### src/rtl/periph_timer_pkg.sv
// periph_timer_pkg: register word offsets and CTRL bit positions
// shared by the timer responder and other I/O peripherals.
package periph_timer_pkg;

    localparam logic [2:0] TMR_CTRL   = 3'd0;
    localparam logic [2:0] TMR_PRESC  = 3'd1;
    localparam logic [2:0] TMR_CMP    = 3'd2;
    localparam logic [2:0] TMR_COUNT  = 3'd3;
    localparam logic [2:0] TMR_STATUS = 3'd4;

    localparam int CTRL_EN   = 0;
    localparam int CTRL_AUTO = 1;
    localparam int CTRL_IE   = 2;

endpackage

### src/rtl/periph_timer_bus_rd_handshake.sv
// Two-cycle read handshake for I/O responders.
// Ports: i_clk, i_rst, i_hit, i_re in; o_rd_done, o_rdy out.
module periph_timer_bus_rd_handshake (
    input  logic i_clk,
    input  logic i_rst,
    input  logic i_hit,
    input  logic i_re,
    output logic o_rd_done,
    output logic o_rdy
);

    // Set on the first cycle of a read, clear on the next edge,
    // so a held read strobe completes every second cycle.
    always_ff @(posedge i_clk or posedge i_rst) begin
        if (i_rst) begin
            o_rd_done <= 1'b0;
        end else begin
            o_rd_done <= i_hit & i_re & ~o_rd_done;
        end
    end

    // Reset releases the stall at once, even with i_re still held.
    assign o_rdy = ~(i_hit & i_re & ~o_rd_done & ~i_rst);

endmodule

### src/rtl/periph_timer.sv
// Memory-mapped 16-bit timer with prescaler, compare, one-shot/auto-reload, level IRQ.
// Ports: i_clk, i_rst, i_addr/i_sel/i_we/i_re/i_wdata bus in; o_rdata, o_rdy, o_irq out; i_irq_ack in.
module periph_timer
    import periph_timer_pkg::*;
#(
    parameter logic [15:0] P_BASE = 16'h8010,
    parameter logic [15:0] P_MASK = 16'hFFF0
) (
    input  logic        i_clk,
    input  logic        i_rst,
    input  logic [15:0] i_addr,
    input  logic        i_sel,
    input  logic        i_we,
    input  logic        i_re,
    input  logic [15:0] i_wdata,
    output logic [15:0] o_rdata,
    output logic        o_rdy,
    output logic        o_irq,
    input  logic        i_irq_ack
);

    logic        hit;
    logic [2:0]  woff;
    logic        rd_done;
    logic        rd_cap;
    logic        wr;
    logic [2:0]  ctrl;
    logic [15:0] presc;
    logic [15:0] cmp;
    logic [15:0] count;
    logic        match;
    logic [15:0] pcnt;
    logic        tick;
    logic        at_cmp;
    logic        match_clr;
    logic [15:0] rd_mux;

    assign hit    = i_sel & ((i_addr & P_MASK) == P_BASE);
    assign woff   = i_addr[3:1];
    assign rd_cap = hit & i_re & ~rd_done;
    assign wr     = hit & i_we;
    assign tick   = ctrl[CTRL_EN] & (pcnt == presc);
    assign at_cmp = (count == cmp);

    assign match_clr = (wr & (woff == TMR_STATUS) & i_wdata[0])
                     | i_irq_ack;

    periph_timer_bus_rd_handshake u_rd_hs (
        .i_clk     (i_clk),
        .i_rst     (i_rst),
        .i_hit     (hit),
        .i_re      (i_re),
        .o_rd_done (rd_done),
        .o_rdy     (o_rdy)
    );

    always_comb begin
        rd_mux = '0;
        unique case (woff)
            TMR_CTRL:   rd_mux = {13'd0, ctrl};
            TMR_PRESC:  rd_mux = presc;
            TMR_CMP:    rd_mux = cmp;
            TMR_COUNT:  rd_mux = count;
            TMR_STATUS: rd_mux = {15'd0, match};
            default:    rd_mux = '0;
        endcase
    end

    always_ff @(posedge i_clk or posedge i_rst) begin
        if (i_rst) begin
            ctrl    <= '0;
            presc   <= '0;
            cmp     <= 16'hFFFF;
            count   <= '0;
            match   <= 1'b0;
            pcnt    <= '0;
            o_irq   <= 1'b0;
            o_rdata <= '0;
        end else begin
            // Data is only non-zero while rd_done is high.
            o_rdata <= rd_cap ? rd_mux : 16'd0;
            o_irq   <= match & ctrl[CTRL_IE];

            // PRESC writes leave pcnt alone; a smaller PRESC
            // lets pcnt run through the 16-bit wrap first.
            if (!ctrl[CTRL_EN] || tick) begin
                pcnt <= '0;
            end else begin
                pcnt <= pcnt + 16'd1;
            end

            if (tick) begin
                if (!at_cmp) begin
                    count <= count + 16'd1;
                end else if (ctrl[CTRL_AUTO]) begin
                    count <= '0;
                end else begin
                    ctrl[CTRL_EN] <= 1'b0;
                end
            end

            // A set on this edge wins over any clear.
            if (tick && at_cmp) begin
                match <= 1'b1;
            end else if (match_clr) begin
                match <= 1'b0;
            end

            // CPU writes override the tick update of the same register.
            if (wr) begin
                unique case (woff)
                    TMR_CTRL:  ctrl  <= i_wdata[2:0];
                    TMR_PRESC: presc <= i_wdata;
                    TMR_CMP:   cmp   <= i_wdata;
                    TMR_COUNT: count <= i_wdata;
                    default:   ;
                endcase
            end
        end
    end

endmodule

### config.mk
export PLATFORM = sky130hd
export DESIGN_NAME = periph_timer
export DESIGN_NICKNAME = d
export VERILOG_FILES = /design/src/rtl/periph_timer_pkg.sv /design/src/rtl/periph_timer_bus_rd_handshake.sv /design/src/rtl/periph_timer.sv
export SDC_FILE = /design/constraint.sdc
export NUM_CORES = 1
export LEC_CHECK = 0
export ABC_AREA = 1
export CAP_MARGIN = 25
export CORE_UTILIZATION = 60
export CTS_BUF_LIST = sky130_fd_sc_hd__clkbuf_4 sky130_fd_sc_hd__clkbuf_8
export DETAILED_ROUTE_END_ITERATION = 10
export PLACE_DENSITY = 0.84
export SKIP_CTS_REPAIR_TIMING = 1
export SLEW_MARGIN = 40
export SYNTH_ARGS = -nofsm -noshare
export SYNTH_HDL_FRONTEND = slang
export SYNTH_SLANG_ARGS = --single-unit
### constraint.sdc
create_clock -name i_clk -period 6.7 [get_ports i_clk]
set_input_delay 1.34 -clock i_clk [delete_from_list [all_inputs] [get_ports i_clk]]
set_output_delay 1.34 -clock i_clk [all_outputs]
set_load 0.05 [all_outputs]
# --- Word-level counts from Yosys, hierarchy flattened ---
# Index checks and enable logic that the tools add are counted.
word_totals:
  reg_bits: 86
  in_bits: 38
  out_inout_bits: 18
  word_cells: 55
op_classes:
  addsub: 2
  eq_ne: 7
  muxes: 15
  bitwise_logic: 13
  n_reduce_logical: 8
ops:
  columns: ["cell", "n"]
  rows:
  - ["16-bit two-way mux", 7]
  - ["16-bit case mux with 5 select lines", 1]
  - ["16-bit by 1-bit adder with 16-bit output (second input constant)", 2]
  - ["16-bit == test", 2]
  - ["12-bit == test (second input constant)", 1]
  - ["1-bit bitwise AND", 9]
  - ["1-bit two-way mux", 7]
  - ["3-bit by 2-bit == test with 1-bit output (second input constant)", 2]
  - ["2-bit AND reduction", 3]
  - ["3-bit by 1-bit == test with 1-bit output (second input constant)", 1]
  - ["3-bit == test (second input constant)", 1]
  - ["3-bit zero test", 1]
  - ["1-bit inverter", 3]
  - ["2-bit nonzero test", 1]
  - ["1-bit logical AND", 1]
  - ["1-bit zero test", 1]
  - ["1-bit logical OR", 1]
  - ["1-bit OR", 1]

# --- Longest topological paths before layout ---
# Gate-level depths: netlist (run 1).
logic_depth:
  word_depth: 8
  ltp_mapped: 13
  depth_no_buf: 13

# --- Cells and area by module ---
# From an unflattened synthesis (run 1), not the netlist that was laid out.
unflattened:
  cells_unflattened: 731
  area_unflattened_um2: 5106.1
modules_own_cells:
  columns: ["mod", "instances", "cells_each", "area_each_um2", "seq_area_each_um2"]
  rows:
  - ["periph_timer", 1, 726, 5063.6, 2147.1]
  - ["periph_timer_bus_rd_handshake", 1, 5, 42.5, 25.0]

# --- Worst setup path after synthesis (run 1) ---
# OpenSTA, ideal clock, no wires.
synth_timing:
  path_type: "input to output"
  from: "in i_rst"
  to: "out o_rdy"
  t_arrival_ns: 3.985
  required_time_ns: 5.360
  slack_ns: 1.375
  cell_stages: 2
  n_path_buf: 0
  cell_sequence: "inv_1 -> nand2_1"
synth_between:
  elab_chain_cells: 3
synth_rtl:
  columns: ["item", "line_no", "source"]
  rows:
  - ["start: declaration", "periph_timer.sv:10", "input logic i_rst,"]
  - ["1-bit inverter", "periph_timer_bus_rd_handshake.sv:23", "assign o_rdy = ~(i_hit & i_re & ~o_rd_done & ~i_rst);"]
  - ["1-bit bitwise AND", "periph_timer_bus_rd_handshake.sv:23", null]
  - ["1-bit inverter", "periph_timer_bus_rd_handshake.sv:23", null]
  - ["end: declaration", "periph_timer.sv:17", "output logic o_rdy,"]
# Every way passes these cells.

# --- Worst setup path in the final report (run 1) ---
layout_timing:
  from: "in i_addr[7]"
  to: "out o_rdy"
layout_between:
  elab_chain_cells: 6
layout_rtl:
  columns: ["item", "line_no", "source"]
  rows:
  - ["start: declaration", "periph_timer.sv:11", "input logic [15:0] i_addr,"]
  - ["12-bit == test", "periph_timer.sv:38", "assign hit = i_sel & ((i_addr & P_MASK) == P_BASE);"]
  - ["1-bit bitwise AND", "periph_timer.sv:38", null]
  - ["1-bit bitwise AND (2 in a row)", null, null]
  - ["via rd_cap", "periph_timer.sv:25", "logic rd_cap;"]
  - ["1-bit bitwise AND", "periph_timer_bus_rd_handshake.sv:23", null]
  - ["1-bit inverter", "periph_timer_bus_rd_handshake.sv:23", null]
# The timed path passes the listed nets, and every way through them passes these cells.

==> results of run 1 <==
==> power by group <==
group | leakage (nW) | switching (mW) | internal (mW) | total [mW]
clock | 0.103 | 0.200 | 0.188 | 0.388
combinational | 1.49 | 0.0352 | 0.0241 | 0.0594
sequential | 1.14 | 0.000660 | 0.520 | 0.520
total | 2.74 | 0.236 | 0.731 | 0.967
==> cells in the mapped netlist, types with 7 or more instances <==
library cell  instances  area share, %
clkbuf_1              9           0.66
inv_1                88            6.4
dfrtp_1              70             34
o22ai_1              12            1.5
nor3_1               12            1.2
dfstp_2              16            8.2
nor2_1               92            6.7
a21oi_1              41            4.0
inv_2                11           0.80
a221oi_1              7            1.2
o21ai_0              35            3.4
xor2_1               16            2.7
nand2_1             212             15
nand3_1              35            3.4
xnor2_1               9            1.5
==> flip-flops by register name, summed over array words and instances (netlist names) <==
register,count
o_irq,1
count,16
cmp,16
u_rd_hs.o_rd_done,1
pcnt,16
ctrl,3
match,1
presc,16
o_rdata,16
==> worst register-to-register path, stage by stage, from the launching register on <==
cell and delay, ns:
dfstp_2 0.55, inv_1 0.06, nand2_1 0.05, nand2_1 0.05, nor2_1 0.15, nand2_1 0.12
nor2_4 0.41, nand2_4 0.25, nand2_1 0.11, nand2_1 0.05, nand2_1 0.05, nand3_1 0.06
nand2_1 0.06, inv_1 0.04
==> worst min-delay path by stage <==
| stage | from | to |
|---|---|---|
| 4_1_cts | u_rd_hs.o_rd_done$_DFF_PP0_ | u_rd_hs.o_rd_done$_DFF_PP0_ |
| 3_3_place_gp | u_rd_hs.o_rd_done$_DFF_PP0_ | u_rd_hs.o_rd_done$_DFF_PP0_ |
| 2_1_floorplan | u_rd_hs.o_rd_done$_DFF_PP0_ | u_rd_hs.o_rd_done$_DFF_PP0_ |
| 3_5_place_dp | u_rd_hs.o_rd_done$_DFF_PP0_ | u_rd_hs.o_rd_done$_DFF_PP0_ |
| 5_1_grt | u_rd_hs.o_rd_done$_DFF_PP0_ | u_rd_hs.o_rd_done$_DFF_PP0_ |
| 6_report | u_rd_hs.o_rd_done$_DFF_PP0_ | u_rd_hs.o_rd_done$_DFF_PP0_ |
==> cell type report <==
type | count | area share [%]
repair buffers | 57 | 9.56
clock inverters | 5 | 1.01
multi-input cells | 512 | 41.8
clock buffers | 11 | 2.45
inverters | 99 | 6.29
flip-flops and latches | 86 | 36.6
well taps | 105 | 2.22
==> cell families (layout without fill, tap and decap cells) <==
group                      after synthesis  after routing
AOI/OAI and AO/OA                      102            102
xor gates and xnor gates                25             25
adders and majority gates                2              2
buffers and inverters                  120            172
DFF                                     86             86
and+or+nand+nor                        383            383
==> layer usage <==
metal	routed length, um	up-vias
met3	1340	37
met1	5620	2303
met2	6150	282
met4	367	0
li1	-	2354
met5	0	-
==> flow_metrics.tcl, run 1 <==
set metrics [dict create \
    report.final.slew_viol_count 0 \
    synth.distinct_cells 40 \
    synth_edf_count 0 \
    path_cells "clkdlybuf4s50_1 -> or2_0 -> nor4_2 -> nand2_1 -> nor3b_2 -> nand2_1 -> clkdlybuf4s50_1" \
    worstSetupStartpointType "input pin" \
    dp.cells 859 \
    muxShareOfSynthArea_pct 0 \
    regToRegStartpoint "cmp[0]$_DFFE_PP1P_" \
    post-dp-hpwl_um 9590 \
    post-route-util_pct 71.8 \
    synth_nets 758 \
    fin_total_pwr_mw 0.967 \
    path_depth 7 \
    use_met2_pct 49.6 \
    clkTransAtPathRegs_ns 0.09 \
    tns_ns 0 \
    cts-root-buf "clkbuf_8" \
    vdd_ir_drop_max_v 0.000103 \
    cts_made_buffers 9 \
    grt-busiest-layer "met2" \
    wl_per_cell_um 15.4 \
    rows 33 \
    drtAntennaViolNets 0 \
    die_area_um2 8950 \
    die_h_um 94.6 \
    maxCapViolCount 0 \
    yosys.area_share.adder_pct 0.486 \
    max-slew-margin-rel_pct 45.7 \
    cts_tree "done" \
    syn_to_final_growth_pct 15.2 \
    wl_um 13500 \
    layout_common_cells "nand2_1 (210), nor2_1 (91), inv_1 (87)" \
    setup_violations 0 \
    finalNonFillerCells 875 \
    fin_skew_ns 0.0123 \
    use_met1_pct 45.8 \
    synth_xor_area_share_pct 4.26 \
    htreeDepth 3 \
    critPathKind "in -> out" \
    regArea_um2 2170 \
    min_period_ns 4.68 \
    p_leak_nw 2.74 \
    synthArstFlopShare_pct 100 \
    crit_path_end "o_rdy" \
    diodes 0 \
    nets 805 \
    yosysSeqAreaShare_pct 42.2 \
    ff2ff_path_depth 13 \
    die_x_um 94.6 \
    antenna_found_initial 0 \
    maxClockFrequency_ghz 0.214 \
    drive_gt1_share_pct 9.35 \
    grt_pass1_vias 4599 \
    status "completed" \
    fin_ws_ns 2.02 \
    synth-compound-area-share_pct 11.1 \
    pre_cts_ws_ns 1.98 \
    synth-simple-area-share_pct 32.2 \
    clockBufferDepth 2 \
    port_buffers 54 \
    track_usage_pct 32.4 \
    start_util_pct 62.3 \
    min_path_type "reg -> reg" \
    cp_max_fo 3 \
    grt_pass1_wl_um 22100 \
    final_common_cell "nand2_1" \
    hold_violations 0 \
    crit-reg2reg-capture "count[1]$_DFF_PP0_" \
    endpoint_kind "output pin" \
    synth_area_um2 5140 \
    ys_seq_elements 86 \
    overflow 0 \
    place_area_um2 5710 \
    gp_congestion 0.906 \
    tightest_slew_ns 0.812 \
    slowest_stage "clkdlybuf4s50_1" \
    synth_top_family_by_area "simple AND/OR/NAND/NOR gates" \
    fillCellCount 655 \
    cp-startpoint "i_addr[7]" \
    whs_path_depth 1 \
    drtIter0Drc 542 \
    crit_buf_inv 2 \
    cts_sinks 86 \
    core-area_um2 8260 \
    first_pass_iters 5 \
    grt_max_degree 66 \
    vias_per_cell 5.69 \
    worstPathRequired_ns 5.36 \
    finalCritPeriodShare_pct 69.9 \
    powerDensity_nw_per_um2 163 \
    pin_count 56 \
    routed-via-count 4976 \
    worst_ep_arrival_time_ns 3.34 \
    max_stage_delay_ns 0.70 \
    hold_slack_ns 0.437 \
    cpLargestDelayFamily "buffers and inverters" \
    grt_use_met3_pct 5.96 \
    rsz0062_at_grt "false" \
    clk_latency_ns 0.37 \
    reg2reg_slack_ns 4.59 \
    avgSynthCellArea_um2 7.17 \
    remaining_drc_errors 0 \
    multiInputGateArea_um2 2480 \
    ys.flop_type "dfrtp_1" \
    design_area_um2 5930 \
    synthCells 718 \
    synth_warnings 0 \
]
(Power assumes the default switching activity.)
==> run 2: changes to the inputs <==
--- a/config.mk
+++ b/config.mk
@@ -7,10 +7,10 @@
 export LEC_CHECK = 0
 export ABC_AREA = 1
 export CAP_MARGIN = 25
-export CORE_UTILIZATION = 60
+export CORE_UTILIZATION = 59
 export CTS_BUF_LIST = sky130_fd_sc_hd__clkbuf_4 sky130_fd_sc_hd__clkbuf_8
 export DETAILED_ROUTE_END_ITERATION = 10
-export PLACE_DENSITY = 0.84
+export PLACE_DENSITY = 0.83
 export SKIP_CTS_REPAIR_TIMING = 1
 export SLEW_MARGIN = 40
 export SYNTH_ARGS = -nofsm -noshare
==> constraint.sdc (replaced) <==
create_clock -name i_clk -period 4.8 [get_ports i_clk]
set_input_delay 0.96 -clock i_clk [delete_from_list [all_inputs] [get_ports i_clk]]
set_output_delay 0.96 -clock i_clk [all_outputs]
set_load 0.05 [all_outputs]
==> flow_metrics.tcl, run 2 (same netlist as run 1, synthesis figures left out) <==
set metrics [dict create \
    status "completed" \
    clk_latency_ns 0.36 \
    grt_pass1_vias 4505 \
    min_period_ns 3.94 \
    antenna_found_initial 0 \
    path_cells "clkdlybuf4s50_1 -> or2_0 -> nor4_2 -> nand2_1 -> nor3b_2 -> nand2_1 -> clkdlybuf4s50_1" \
    overflow 0 \
    max_stage_delay_ns 0.71 \
    routed-via-count 4833 \
    maxClockFrequency_ghz 0.254 \
    worstSetupStartpointType "input pin" \
    port_buffers 54 \
    wl_per_cell_um 14.9 \
    switching_share_pct 24.6 \
    setup_violations 0 \
    vias_per_cell 5.52 \
    die_x_um 95.4 \
    drive_gt1_share_pct 9.34 \
    layout_common_cells "nand2_1 (210), nor2_1 (92), inv_1 (87)" \
    first_pass_iters 5 \
    crit_path_end "o_rdy" \
    ff2ff_path_depth 13 \
    p_int_mw 1.01 \
    p_leak_nw 2.74 \
    start_util_pct 61.7 \
    min_path_type "reg -> reg" \
    remaining_drc_errors 0 \
    cts-root-buf "clkbuf_8" \
    regToRegStartpoint "cmp[15]$_DFFE_PP1P_" \
    diodes 0 \
    wl_um 13100 \
    fin_total_pwr_mw 1.34 \
    cp_max_fo 3 \
    cts_sinks 86 \
    report.final.slew_viol_count 0 \
    tightest_slew_ns 0.755 \
    grt_max_degree 87 \
    drtIter0Drc 422 \
    clockBufferDepth 2 \
    fin_skew_ns 0.00813 \
    critPathKind "in -> out" \
    drtAntennaViolNets 0 \
    vdd_ir_drop_max_v 0.000176 \
    finalCritPeriodShare_pct 82.0 \
    track_usage_pct 30.8 \
    die_h_um 95.4 \
    endpoint_kind "output pin" \
    post-route-util_pct 71.1 \
    max-slew-margin-rel_pct 49.7 \
    powerDensity_nw_per_um2 226 \
    post-dp-hpwl_um 9570 \
    nets 806 \
    tns_ns 0 \
    cts_made_buffers 9 \
    combPwrFrac_pct 6.1 \
    rsz0062_at_grt "false" \
    worstPathRequired_ns 3.84 \
    final_common_cell "nand2_1" \
    fillCellCount 694 \
    worst_ep_arrival_time_ns 2.98 \
    slowest_stage "clkdlybuf4s50_1" \
    total_switching_power_mw 0.328 \
    gp_congestion 0.894 \
    grt_pass1_wl_um 21200 \
    die_area_um2 9100 \
    rows 33 \
    maxCapViolCount 0 \
    hold_violations 0 \
    core-area_um2 8340 \
    cts_tree "done" \
    cp-startpoint "i_addr[7]" \
    pwr-share-seq_pct 54.3 \
    reg2reg_slack_ns 2.74 \
    pin_count 56 \
    htreeDepth 3 \
    power.share.clock_pct 39.7 \
    clkTransAtPathRegs_ns 0.09 \
    syn_to_final_growth_pct 15.3 \
    crit-reg2reg-capture "count[1]$_DFF_PP0_" \
]
-- run 2: layer usage --
layer	share of wire, %	wire, um	track usage, %
met1	43	5620	41.5
met2	46	6010	49.5
met3	9.5	1240	6.54
met4	1.6	212	10.4
met5	0	0	0
-- run 2: power groups by stage --
| stage | Combinational [mW] | Sequential (mW) | Clock (mW) |
|---|---|---|---|
| final | 0.0812 | 0.726 | 0.530 |
| after global routing | 0.0890 | 0.726 | 0.564 |
| after CTS | 0.0808 | 0.726 | 0.534 |
| after detailed placement | 0.0801 | 0.740 | 0 |
| after global placement | 0.0792 | 0.740 | 0 |
| after floorplan | 0.0338 | 0.740 | 0 |
-- run 2: worst max-delay path: cells and delay by family --
family	cells	cell delay, ns
buffers and inverters	2	1.12
AND/OR/NAND/NOR	5	0.88
-- run 2: how the worst min path moves through the flow --
| stage | startpoint | endpoint | slack [ns] | cells past startpoint |
|---|---|---|---|---|
| after CTS | u_rd_hs.o_rd_done$_DFF_PP0_ | u_rd_hs.o_rd_done$_DFF_PP0_ | 0.45 | 1 |
| final | u_rd_hs.o_rd_done$_DFF_PP0_ | u_rd_hs.o_rd_done$_DFF_PP0_ | 0.45 | 1 |
| after floorplan | u_rd_hs.o_rd_done$_DFF_PP0_ | u_rd_hs.o_rd_done$_DFF_PP0_ | 0.42 | 1 |
| after global placement | u_rd_hs.o_rd_done$_DFF_PP0_ | u_rd_hs.o_rd_done$_DFF_PP0_ | 0.43 | 1 |
| after global routing | u_rd_hs.o_rd_done$_DFF_PP0_ | u_rd_hs.o_rd_done$_DFF_PP0_ | 0.47 | 1 |
| after detailed placement | u_rd_hs.o_rd_done$_DFF_PP0_ | u_rd_hs.o_rd_done$_DFF_PP0_ | 0.44 | 1 |
-- run 2: through the flow --
step | setup slack, ns | hold WS, ns | cell area (um^2) | cells
2_1_floorplan | 0.235 | 0.416 | 5140 | 718
3_3_place_gp | 0.880 | 0.432 | 5720 | 860
3_5_place_dp | 0.830 | 0.436 | 5720 | 860
4_1_cts | 0.830 | 0.448 | 5920 | 876
5_1_grt | 0.693 | 0.472 | 5930 | 876
6_report | 0.865 | 0.446 | 5930 | 876
-- run 2: final cells by class --
class                           instances  area (um^2)  area share (%)
Clock buffer                           10          131            2.22
Timing Repair Buffer                   58          577            9.73
Sequential cell                        86         2170            36.6
Clock inverter                          6         68.8            1.16
Inverter                               99          373            6.29
Tap cell                              105          131            2.22
Multi-Input combinational cell        512         2480            41.8
